### config.mk
export PLATFORM = sky130hd
export DESIGN_NAME = fb_scanout
export DESIGN_NICKNAME = d
export VERILOG_FILES = /design/src/rtl/fb_scanout.sv
export SDC_FILE = /design/constraint.sdc
export NUM_CORES = 1
export LEC_CHECK = 0
export CAP_MARGIN = 0
export CORE_AREA = 4 4 90 92
export DETAILED_ROUTE_END_ITERATION = 16
export DIE_AREA = 0 0 94 96
export GPL_TIMING_DRIVEN = 0
export PLACE_DENSITY_LB_ADDON = 0.08
export SLEW_MARGIN = 10
export SYNTH_ARGS = -nofsm -noshare
export SYNTH_HDL_FRONTEND = slang
export SYNTH_SLANG_ARGS = --single-unit
### constraint.sdc
create_clock -name clk_i -period 2.91 [get_ports clk_i]
set_input_delay 0.7275 -clock clk_i [delete_from_list [all_inputs] [get_ports clk_i]]
set_output_delay 0.7275 -clock clk_i [all_outputs]
set_load 0.05 [all_outputs]
### src/rtl/fb_scanout.sv
// 640x480@60 raster generator and framebuffer scanout with 2x horizontal/vertical doubling.
// Three stages: raster counters -> framebuffer read issue -> RGB888 expansion and sync outputs.
module fb_scanout #(
  parameter int unsigned H_ACTIVE = 640,
  parameter int unsigned H_FP     = 16,
  parameter int unsigned H_SYNC   = 96,
  parameter int unsigned H_BP     = 48,
  parameter int unsigned V_ACTIVE = 480,
  parameter int unsigned V_FP     = 10,
  parameter int unsigned V_SYNC   = 2,
  parameter int unsigned V_BP     = 33,
  parameter logic        SYNC_POL = 1'b0,
  parameter int unsigned FB_WIDTH = H_ACTIVE / 2
) (
  input  logic        clk_i,
  input  logic        rst_i,
  input  logic        enable_i,
  output logic [16:0] fb_addr_o,
  output logic        fb_rd_o,
  input  logic [15:0] fb_dat_i,
  output logic [7:0]  red_o,
  output logic [7:0]  green_o,
  output logic [7:0]  blue_o,
  output logic        hsync_o,
  output logic        vsync_o,
  output logic        de_o,
  output logic        frame_o
);

  localparam int unsigned H_TOTAL = H_ACTIVE + H_FP + H_SYNC + H_BP;
  localparam int unsigned V_TOTAL = V_ACTIVE + V_FP + V_SYNC + V_BP;
  localparam int unsigned HW      = $clog2(H_TOTAL);
  localparam int unsigned VW      = $clog2(V_TOTAL);
  localparam int unsigned AW      = 17;
  localparam int unsigned HS_BEG  = H_ACTIVE + H_FP;
  localparam int unsigned HS_END  = HS_BEG + H_SYNC;
  localparam int unsigned VS_BEG  = V_ACTIVE + V_FP;
  localparam int unsigned VS_END  = VS_BEG + V_SYNC;

  typedef struct packed {
    logic active;
    logic hsync;
    logic vsync;
    logic frame;
  } timing_t;

  logic [HW-1:0] hcnt;
  logic [VW-1:0] vcnt;
  logic [AW-1:0] line_base;
  logic          h_last_c;
  logic          v_last_c;
  timing_t       s0_c;
  timing_t       s1;
  logic [4:0]    r5_c;
  logic [5:0]    g6_c;
  logic [4:0]    b5_c;

  assign h_last_c = (hcnt == HW'(H_TOTAL - 1));
  assign v_last_c = (vcnt == VW'(V_TOTAL - 1));
  assign {r5_c, g6_c, b5_c} = fb_dat_i;

  // Raster counters; line_base steps once per source line, i.e. after every odd visible line
  always_ff @(posedge clk_i or posedge rst_i) begin
    if (rst_i) begin
      hcnt      <= '0;
      vcnt      <= '0;
      line_base <= '0;
    end else if (h_last_c) begin
      hcnt <= '0;
      if (v_last_c) begin
        vcnt      <= '0;
        line_base <= '0;
      end else begin
        vcnt <= vcnt + VW'(1);
        if (vcnt[0] && (vcnt < VW'(V_ACTIVE))) begin
          line_base <= line_base + AW'(FB_WIDTH);
        end
      end
    end else begin
      hcnt <= hcnt + HW'(1);
    end
  end

  // Stage-0 timing decode from the raw counters
  always_comb begin
    s0_c        = '0;
    s0_c.active = (hcnt < HW'(H_ACTIVE)) && (vcnt < VW'(V_ACTIVE));
    s0_c.hsync  = (hcnt >= HW'(HS_BEG)) && (hcnt < HW'(HS_END));
    s0_c.vsync  = (vcnt >= VW'(VS_BEG)) && (vcnt < VW'(VS_END));
    s0_c.frame  = (hcnt == '0) && (vcnt == VW'(V_ACTIVE));
  end

  // Stage 1: read issue; hcnt/2 repeats each source pixel across two output pixels
  always_ff @(posedge clk_i or posedge rst_i) begin
    if (rst_i) begin
      fb_addr_o <= '0;
      fb_rd_o   <= 1'b0;
      s1        <= '0;
    end else begin
      fb_addr_o <= line_base + AW'(hcnt >> 1);
      fb_rd_o   <= s0_c.active & enable_i;
      s1        <= s0_c;
    end
  end

  // Stage 2: BRAM data arrives here; enable also masks pixels already in flight
  always_ff @(posedge clk_i or posedge rst_i) begin
    if (rst_i) begin
      red_o   <= '0;
      green_o <= '0;
      blue_o  <= '0;
      de_o    <= 1'b0;
      hsync_o <= ~SYNC_POL;
      vsync_o <= ~SYNC_POL;
      frame_o <= 1'b0;
    end else begin
      de_o    <= s1.active;
      hsync_o <= s1.hsync ? SYNC_POL : ~SYNC_POL;
      vsync_o <= s1.vsync ? SYNC_POL : ~SYNC_POL;
      frame_o <= s1.frame;
      if (s1.active && enable_i) begin
        red_o   <= {r5_c, r5_c[4:2]};
        green_o <= {g6_c, g6_c[5:4]};
        blue_o  <= {b5_c, b5_c[4:2]};
      end else begin
        red_o   <= '0;
        green_o <= '0;
        blue_o  <= '0;
      end
    end
  end

endmodule

## Word level (Yosys, flattened, before mapping)

Cells that the tools add are included.
Widths: inputs -> output; s select.

- Bits in registers: 87
- Memory bits (read-only): 0
- Input port bits: 19
- Logic and storage cells: 48
- RAM bits: 0
- Latch bits: 0
- Output and inout bits: 46
- Memories: 0

- Multiply operators: 0
- $lt $le $gt $ge: 6
- Bitwise logic cells: 1
- Divide/modulo/power cells: 0
- $add $sub $neg: 4
- Equal/unequal tests: 3
- Reduce and logical (&&, ||, !) cells: 9
- Muxes and demuxes: 9
- Shift operators: 0

Operators by type and width:

| kind | number |
|---|---|
| $mux 17 | 2 |
| $mux 8 | 3 |
| $add 10x1->10 const B | 2 |
| $eq 10x10->1 const B | 2 |
| $lt 10x10->1 const B | 2 |
| $lt 10x9->1 const B | 2 |
| $mux 10 | 2 |
| $add 17x9->17 | 1 |
| $add 17x9->17 const B | 1 |
| $eq 10x9->1 const B | 1 |
| $ge 10x10->1 const B | 1 |
| $ge 10x9->1 const B | 1 |
| $logic_not 10->1 | 1 |
| $logic_and 1x1->1 | 6 |
| $mux 1 | 2 |
| $reduce_and 2->1 | 1 |
| $reduce_bool 2->1 | 1 |
| $and 1x1->1 | 1 |

## Longest topological paths before layout

Gate-level depths: netlist of run 1.

- Depth in word-level cells: 4
- Depth in mapped cells: 7
- Gate-level depth less buffers: 6

## Least setup slack after synthesis of run 1

OpenSTA, ideal clock, no wires.

- Path kind: flip-flop to flip-flop
- From: register vcnt[0]
- To: register line_base[7]
- Period minus slack after synthesis: 1.866 ns
- Arrival time: 1.727 ns
- Slack: 1.044 ns
- Cell stages (with the launch flop): 8
- Buffers on the path: 1
- Cells stage by stage: dfrtp_1 -> inv_1 -> ha_1 -> nand4_1 -> or4_1 -> clkbuf_1 -> nor2_1 -> o21ai_0

- Cells in the longest elaborated chain, start to end: 4
- Elaborated cells on any way between the ends: 6

Ends and longest elaborated chain:

| what | RTL line | RTL |
|---|---|---|
| from (decl) | 48 | `logic [VW-1:0] vcnt;` |
| from (signal assigned) | 74 | `vcnt <= vcnt + VW'(1);` |
| $lt 10x9->1 | 75 | `if (vcnt[0] && (vcnt < VW'(V_ACTIVE))) begin` |
| $logic_and 1x1->1 | 75 |  |
| $reduce_bool 2->1 (no source line) | n/a |  |
| $reduce_and 2->1 (no source line) | n/a |  |
| to (signal assigned) | 76 | `line_base <= line_base + AW'(FB_WIDTH);` |
| to (decl) | 49 | `logic [AW-1:0] line_base;` |

Parallel ways exist; a longest one is shown, timed or not.
A chain may end at the register's enable or synchronous reset.

## Worst setup path after layout of run 1

- From: register hsync_o
- To: output hsync_o

RTL lines:

| what | RTL line | RTL |
|---|---|---|
| from (decl) | 24 | `output logic hsync_o,` |
| from (signal assigned) | 113 | `hsync_o <= ~SYNC_POL;` |
| from (signal assigned) | 118 | `hsync_o <= s1.hsync ? SYNC_POL : ~SYNC_POL;` |

No word-level cell between the ends.

==> run_results.csv, run 1 <==
group,metric,value,unit
floorplan,fp-row-count,31,
place,dpl-instance-area,3920,µm²
setup_path,arrival,1.66,ns
final_layout,fin_area,4140,µm²
run,max_cap_viol_count,0,
status,status,"completed",
setup_path,required,2.18,ns
final_layout,fillers,657,
logic_synthesis,synthFlopType,"dfrtp_1",
timing,min_period,2.39,ns
detailed_routing,drc_errors,0,
timing,worst_pin_slew,0.687,ns
timing,fin_ws,0.520,ns
pwr,vdd_drop_max,0.000254,V
setup_path,crit_family,"buffers and inverters",
global_route,gr-total-overflow,0,
timing,hold_viol_final,0,
timing,setup_tns,0,ns
clock_network,clk_pin_slew,0.08,ns
timing,timing.final.crit_share,0.821,
final_layout,antenna_cells,0,
setup_path,slowest_stage,"clkdlybuf4s50_1",
clock_network,post_cts_buffers,0,
pwr,p_int,1.60,mW
final_layout,final_cells,460,
pwr,switchingPower,490,µW
setup_path,worstSetupPathType,"flip-flop to output pin",
final_layout,synthToLayoutAreaGrowth,32.8,%
timing,rsz0062_at_grt,"false",
global_route,grt_pass1_vias,2274,
pwr,power,2.09,mW
clock_network,cts-resized-gates,0,
pwr,switching_share,0.234,
pwr,pwr-share-clk,0.427,
logic_synthesis,syn_nets,307,
place,gp_congestion,0.769,
timing,drv_slew,0,
setup_path,critical_path_buf_inv_count,1,
pwr,power_density,505,nW/µm²
clock_network,clk_latency,0.34,ns
clock_network,root_buffer,"clkbuf_8",
detailed_routing,wl,6540,µm
detailed_routing,drtIter0Drc,60,
clock_network,cts_tree,"built",
global_route,antenna_found_initial,0,
clock_network,htreeDepth,3,
final_layout,multiInputGateArea,1120,µm²
logic_synthesis,synth_edf_count,0,
floorplan,die_area,9020,µm²
logic_synthesis,async_flop_share,1.00,
logic_synthesis,syn_area_per_cell,11.1,µm²
final_layout,nets,383,
place,dp_cells,444,
detailed_routing,vias,2308,
timing,setup_viol,0,
final_layout,regArea,1830,µm²
logic_synthesis,yosysTopAreaCell,"dfrtp_1",
global_route,grt_max_degree,49,
setup_path,worstPathMaxFanout,1,
pwr,pwr-share-seq,0.492,
final_layout,utilization,0.574,
place,io_buffer_count,64,
pwr,p_comb_frac,0.080,
pwr,leakage,1.87,nW
detailed_routing,firstDrtPassIters,4,
floorplan,boundaryPins,65,
clock_network,clkSinkCount,73,
place,pre_cts_slack,0.679,ns
timing,slew_headroom,0.542,
global_route,grt_pass1_wl,11100,µm
logic_synthesis,yosysWarnings,0,
final_layout,drive_gt1_frac,0.0970,
clock_network,cts_inserted_buffers,9,
setup_path,critPathMaxStageDelay,0.80,ns
floorplan,die_x,94,µm
logic_synthesis,syn_inst,280,
clock_network,ctsHoldBuffers,0,
logic_synthesis,yosysSeqAreaShare,0.586,
timing,hold_ws,0.351,ns
timing,fmax,0.418,GHz
floorplan,coreArea,7210,µm²
detailed_routing,viasPerCell,5.02,
clock_network,cts_max_path_buffers,2,
floorplan,floorplan.die.height,96,µm
detailed_routing,wl_per_cell,14.2,µm
floorplan,start_util,0.433,
hold_path,hold_path_class,"flip-flop to flip-flop",
timing,clock_skew,0.0110,ns
setup_path,critPathCaptureType,"output pin",
logic_synthesis,synth.top_cells.by_area,"dfrtp_1 57%, and3_1 3.8%, xnor2_1 3.6%",
place,dp_hpwl,4660,µm
logic_synthesis,ys_types,41,
detailed_routing,postRouteAntennaNets,0,
setup_path,worstSetupStartpointType,"flip-flop",
logic_synthesis,yosysTopAreaCellShare,0.569,
logic_synthesis,synth-seq-cells,73,
global_route,groute.usage.overall,0.157,
setup_path,worstPathCellList,"clkdlybuf4s50_1",
logic_synthesis,syn_area,3120,µm²
-- power groups by stage --
stage | Clock [mW] | Combinational [mW] | Sequential (mW)
final | 0.894 | 0.168 | 1.03
after global routing | 0.963 | 0.179 | 1.03
after CTS | 0.916 | 0.172 | 1.03
after detailed placement | 0 | 0.171 | 1.05
after global placement | 0 | 0.165 | 1.05
after floorplan | 0 | 0.0532 | 1.09
-- per-layer routing --
layer  global-route usage  up-vias  wire length (µm)
met5                    0        -                 0
met4               0.0686        0                89
met3               0.0266        7               266
met2                0.263       48              3230
met1                0.203     1135              2950
li1                     -     1118                 -
-- flip-flops by register name, summed over array words and instances (netlist names), 4 cells and up --
register   flops
green_o        6
hcnt          10
s1             4
red_o          5
vcnt          10
blue_o         5
fb_addr_o     17
line_base     11
-- cell usage in the layout (no fill, tap or decap), drive strengths merged --
cell type      synthesis  final
a31oi                  8      8
bufinv                 0      2
inv                    9     10
clkbuf                13     23
dfstp                  2      2
clkinv                 0      2
and3                  19     19
dlygate4sd3            1      1
nand4b                 1      1
a21oi                  8      8
xnor2                 13     13
nand2b                 2      2
a21o                   2      2
dfrtp                 71     71
clkinvlp               0      1
nor4b                  1      1
nor4bb                 1      1
nor3b                  2      2
buf                   10     11
nor3                   5      5
and2                   2      2
or2                    2      2
o21ai                 16     16
clkdlybuf4s50          0     64
ha                     8      8
nand3                 11     11
or4                    2      2
or3                    5      5
nand2                 15     15
nor4                   5      5
and4b                  1      1
xor2                  12     12
nand4                 10     10
o211ai                 2      2
mux2i                  1      1
and4                   3      3
nor2                  16     16
o211a                  1      1
-- cells in the mapped netlist (5+ instances only) --
cell and number:
nand4_1 10, clkbuf_1 13, and3_1 19, xor2_1 12, nand2_1 15, or3_1 5
inv_1 9, a31oi_1 8, xnor2_1 13, o21ai_0 15, a21oi_1 7, ha_1 8
dfrtp_1 71, buf_4 8, nor2_1 16, nor4_1 5, nand3_1 11, nor3_1 5
-- final timing paths --
| path | from | to | slack [ns] | cells past startpoint |
|---|---|---|---|---|
| worst max-delay path | hsync_o | hsync_o | 0.52 | 1 |
| worst min-delay path | s1[1] | vsync_o | 0.35 | 1 |
| worst max register to register | vcnt[0] | line_base[7] | 0.69 | 7 |
| worst min register to register | s1[1] | vsync_o | 0.35 | 1 |
| max in group asynchronous | rst_i | vsync_o | 1.60 | 3 |
| min in group asynchronous | rst_i | green_o[6] | 0.71 | 2 |
-- layout make-up --
type / count / area share
Buffer: 24 / 0.0326
Clock buffer: 10 / 0.0332
Clock inverter: 6 / 0.0217
Inverter: 9 / 0.00876
Multi-Input combinational cell: 174 / 0.271
Sequential cell: 73 / 0.442
Tap cell: 99 / 0.0299
Timing Repair Buffer: 65 / 0.161
-- kinds of logic (layout without fill, tap and decap cells) --
kind of cell             after synthesis  count (layout)  share of synthesized area
AO/OA/AOI/OAI                         37              37                     0.0686
XOR/XNOR                              25              25                     0.0702
adder cells (fa/ha/maj)                8               8                     0.0321
AND/OR/NAND/NOR                      103             103                      0.186
multiplexers                           1               1                    0.00321
buffers and inverters                 33             114                     0.0541
flip-flops                            73              73                      0.586
Note: power is estimated with default switching activity, not from simulation.
==> run 2, diff against run 1 <==
- clock period: 2.91 -> 2.35 ns (I/O delays scaled with it)
==> run_results.csv, run 2 (same netlist as run 1, synthesis figures left out) <==
group,metric,value,unit
final_layout,final_cells,460,
global_route,antenna_found_initial,0,
timing,worst_pin_slew,0.773,ns
place,dp_cells,444,
floorplan,floorplan.die.height,96,µm
clock_network,cts_max_path_buffers,2,
timing,min_period,2.26,ns
clock_network,cts_tree,"built",
timing,fmax,0.443,GHz
final_layout,largest_register_ffs,17,
setup_path,critPathCaptureType,"output pin",
setup_path,worstPathMaxFanout,1,
timing,timing.final.crit_share,0.960,
final_layout,drive_gt1_frac,0.0997,
timing,setup_viol,0,
floorplan,coreArea,7210,µm²
place,io_buffer_count,64,
timing,rsz0062_at_grt,"false",
setup_path,required,1.76,ns
timing,clock_skew,0.0116,ns
setup_path,critical_path_buf_inv_count,1,
setup_path,slowest_stage,"clkdlybuf4s50_1",
detailed_routing,postRouteAntennaNets,0,
timing,drv_slew,0,
detailed_routing,viasPerCell,5.01,
setup_path,worstPathCellList,"clkdlybuf4s50_1",
final_layout,fillers,654,
final_layout,final_cell_mix,"71 x dfrtp_1, 64 x clkdlybuf4s50_1, 19 x and3_1",
detailed_routing,drc_errors,0,
place,dp_hpwl,4690,µm
clock_network,clk_latency,0.35,ns
pwr,power_density,628,nW/µm²
final_layout,nets,383,
pwr,power,2.60,mW
timing,slew_headroom,0.484,
final_layout,reg_top3,"fb_addr_o: 17 flops, line_base: 11 flops",
setup_path,critPathMaxStageDelay,0.81,ns
final_layout,utilization,0.575,
hold_path,hold_path_class,"flip-flop to flip-flop",
global_route,grt_max_degree,39,
pwr,vdd_drop_max,0.000299,V
final_layout,multiInputGateArea,1130,µm²
timing,hold_viol_final,0,
clock_network,clkSinkCount,73,
final_layout,synthToLayoutAreaGrowth,32.8,%
clock_network,cts-resized-gates,0,
setup_path,worstSetupStartpointType,"flip-flop",
setup_path,crit_family,"buffers and inverters",
setup_path,worstSetupPathType,"flip-flop to output pin",
clock_network,cts_inserted_buffers,9,
global_route,groute.usage.overall,0.161,
detailed_routing,firstDrtPassIters,4,
final_layout,regArea,1830,µm²
floorplan,die_x,94,µm
final_layout,largest-register,"fb_addr_o",
detailed_routing,wl,6520,µm
detailed_routing,vias,2305,
clock_network,clk_pin_slew,0.07,ns
detailed_routing,maxUsedRoutingLayer,"met4",
detailed_routing,drtIter0Drc,91,
global_route,grt_pass1_vias,2277,
status,status,"completed",
clock_network,root_buffer,"clkbuf_8",
setup_path,arrival,1.67,ns
global_route,gr-total-overflow,0,
global_route,grt_pass1_wl,11100,µm
timing,setup_tns,0,ns
detailed_routing,routed-wl-met2,3170,µm
pwr,leakage,1.86,nW
clock_network,htreeDepth,3,
floorplan,boundaryPins,65,
detailed_routing,m1WireLength,2870,µm
floorplan,start_util,0.433,
clock_network,post_cts_buffers,0,
detailed_routing,wl_per_cell,14.2,µm
final_layout,final_common_cell,"dfrtp_1",
run,max_cap_viol_count,0,
floorplan,die_area,9020,µm²
final_layout,antenna_cells,0,
detailed_routing,wl_met3,355,µm
floorplan,fp-row-count,31,
clock_network,ctsHoldBuffers,0,
place,gp_congestion,0.794,
[run 2: metal layers]
metal | vias up | GRT usage
met5 | - | 0
met4 | 0 | 0.0734
met3 | 11 | 0.0375
met2 | 61 | 0.268
met1 | 1114 | 0.199
li1 | 1119 | -
[run 2: worst paths after layout]
kind | start | to | slack (ns) | cells past startpoint
setup / recovery | hsync_o | hsync_o | 0.09 | 1
hold / removal | s1[1] | vsync_o | 0.35 | 1
setup reg to reg | vcnt[0] | line_base[7] | 0.27 | 7
hold reg to reg | s1[1] | vsync_o | 0.35 | 1
max in group asynchronous | rst_i | vsync_o | 0.93 | 3
min in group asynchronous | rst_i | green_o[2] | 0.72 | 2
[run 2: metrics by stage]
| stage | setup WS, ns | hold WS (ns) | instance area [µm²] |
|---|---|---|---|
| 2_1_floorplan | 0.484 | 0.331 | 3120 |
| 3_5_place_dp | 0.114 | 0.344 | 3910 |
| 6_report | 0.0944 | 0.353 | 4150 |
| 5_1_grt | 0.0236 | 0.374 | 4150 |
| 3_3_place_gp | 0.0678 | 0.333 | 3890 |
| 4_1_cts | 0.0734 | 0.354 | 4140 |
[run 2: power breakdown]
| group | total, mW | internal [mW] | switching, mW |
|---|---|---|---|
| Combinational | 0.206 | 0.0814 | 0.125 |
| Sequential | 1.28 | 1.27 | 0.00527 |
| Clock | 1.12 | 0.656 | 0.463 |
[run 2: layout make-up]
type,count,area share
inverters,9,0.00906
flip-flops and latches,73,0.441
clock buffers,12,0.0374
repair buffers,65,0.159
well taps,99,0.0299
plain buffers,24,0.0326
clock inverters,4,0.0181
multi-input cells,174,0.272
==> run 3, diff against run 2 <==
- CTS_BUF_LIST: unset -> sky130_fd_sc_hd__clkbuf_2 sky130_fd_sc_hd__clkbuf_4 sky130_fd_sc_hd__clkbuf_8
- RECOVER_POWER: unset -> 50
- SETUP_SLACK_MARGIN: unset -> 0.5
==> run_results.csv, run 3 (same netlist as run 1, synthesis figures left out) <==
group,metric,value,unit
global_route,antenna_found_initial,0,
hold_path,hold_path_depth,1,
floorplan,floorplan.die.height,96,µm
detailed_routing,postRouteAntennaNets,0,
global_route,gr-total-overflow,0,
timing,hold_viol_final,0,
floorplan,coreArea,7210,µm²
timing,slew_headroom,0.389,
floorplan,die_area,9020,µm²
setup_path,worstSetupPathType,"flip-flop to flip-flop",
timing,setup_tns,0,ns
floorplan,die_x,94,µm
timing,min_period,1.98,ns
global_route,grt_max_degree,33,
setup_path,required,2.63,ns
pwr,power_density,579,nW/µm²
setup_path,worst_r2r_endpoint,"vcnt[9]",
timing,fmax,0.505,GHz
hold_path,hold_path_class,"flip-flop to flip-flop",
clock_network,ctsHoldBuffers,0,
final_layout,antenna_cells,0,
final_layout,drive_gt1_frac,0.184,
pwr,p_int,1.87,mW
setup_path,worstSetupStartpointType,"flip-flop",
run,max_cap_viol_count,0,
timing,worst_pin_slew,0.911,ns
place,dp_cells,445,
final_layout,final_common_cell,"dfrtp_1",
detailed_routing,vias,2378,
setup_path,worstPathMaxFanout,8,
final_layout,nets,396,
setup_path,arrival,2.26,ns
global_route,grt_pass1_wl,11500,µm
clock_network,root_buffer,"clkbuf_8",
final_layout,reg_top3,"fb_addr_o: 17 flops, line_base: 11 flops",
floorplan,fp-row-count,31,
floorplan,boundaryPins,65,
final_layout,final_cell_mix,"71 x dfrtp_1, 32 x dlygate4sd2_1, 19 x and3_1",
clock_network,cts_tree,"built",
setup_path,rrSetupSlack,0.37,ns
timing,setup_viol,0,
final_layout,synthToLayoutAreaGrowth,36.5,%
detailed_routing,wl,6750,µm
pwr,pwr-share-seq,0.517,
pwr,vdd_drop_max,0.000265,V
timing,hold_ws,0.349,ns
clock_network,clk_pin_slew,0.08,ns
global_route,grt_pass1_vias,2385,
place,pre_cts_slack,0.140,ns
timing,timing.final.crit_share,0.842,
setup_path,r2r-start,"hcnt[5]",
detailed_routing,firstDrtPassIters,4,
detailed_routing,drc_errors,0,
setup_path,critPathCaptureType,"flip-flop",
status,status,"completed",
clock_network,htreeDepth,3,
hold_path,min_to,"vsync_o",
place,gp_congestion,0.754,
timing,clock_skew,0.00905,ns
final_layout,largest_register_ffs,17,
detailed_routing,viasPerCell,5.03,
place,dp_hpwl,4760,µm
hold_path,hold_start,"s1[1]",
pwr,switchingPower,596,µW
detailed_routing,wl_per_cell,14.3,µm
final_layout,final_cells,473,
floorplan,start_util,0.433,
clock_network,cts_max_path_buffers,2,
pwr,leakage,2.05,nW
place,io_buffer_count,64,
clock_network,clk_latency,0.35,ns
global_route,groute.usage.overall,0.166,
pwr,switching_share,0.242,
pwr,pwr-share-clk,0.403,
clock_network,clkSinkCount,73,
clock_network,cts_inserted_buffers,9,
timing,drv_slew,0,
timing,rsz0062_at_grt,"true",
final_layout,largest-register,"fb_addr_o",
setup_path,r2r_cells,5,
detailed_routing,drtIter0Drc,76,
timing,fin_ws,0.371,ns
pwr,p_comb_frac,0.080,
## run 3: cell types whose count changed in the layout (fill, tap and decap cells not counted), moves of 4 or more
cell / delta
clkdlybuf4s15_2: +9
clkdlybuf4s50_1: -48
buf_4: +9
dlygate4sd2_1: +32
clkdlybuf4s15_1: +4
## run 3: how the worst max path moves through the flow
stage,endpoint,cells past startpoint,startpoint
3_3_place_gp,fb_addr_o[14],2,rst_i
5_1_grt,vcnt[9],5,hcnt[5]
3_5_place_dp,line_base[6],7,vcnt[0]
4_1_cts,hsync_o,1,hsync_o
6_report,vcnt[9],5,hcnt[5]
2_1_floorplan,line_base[11],7,vcnt[0]
## run 3: per-stage QoR
stage                     power (mW)  cell area (µm²)  utilization
after floorplan                 1.42             3130            -
after global placement          1.50             3890        0.539
after detailed placement        1.51             3930        0.545
after CTS                       2.49             4230        0.586
after global routing            2.56             4260        0.591
final                           2.47             4260        0.591
## run 3: timing repair
item | in CTS | in global routing
hold endpoints to repair | 0 | 0
resized for setup | 84 | 21
setup endpoints to repair | 76 | 29
pin swaps | 9 | 7
buffers inserted | 9 | 2
cloned | 0 | 1
## run 3: critical path, stage by stage, from the launching register on
cell	delay [ns]
dfrtp_1	0.36
clkbuf_1	0.19
or2_0	0.36
or4_4	0.48
or3_4	0.38
a21oi_2	0.13
## run 3: final cells by class
type	count	area, µm²
timing repair buffer	78	731
multi-input combinational	174	1190
inverter	9	35.0
tap	99	124
fill	631	2950
clock inverter	5	55.1
sequential	73	1830
clock buffer	11	145
buffer	24	154
## run 3: layer usage
metal | global-route usage | part of all wire | vias to the layer above
li1 | - | - | 1152
met2 | 0.276 | 0.50 | 59
met5 | 0 | 0 | -
met1 | 0.204 | 0.44 | 1151
met3 | 0.0297 | 0.040 | 16
met4 | 0.0939 | 0.026 | 0
## run 3: power by group through the flow
stage	clock [mW]	combinational, mW	sequential, mW
finish	0.993	0.198	1.27
CTS	1.01	0.202	1.27
global placement	0	0.204	1.30
global route	1.07	0.211	1.28
floorplan	0	0.0662	1.35
detailed placement	0	0.214	1.30
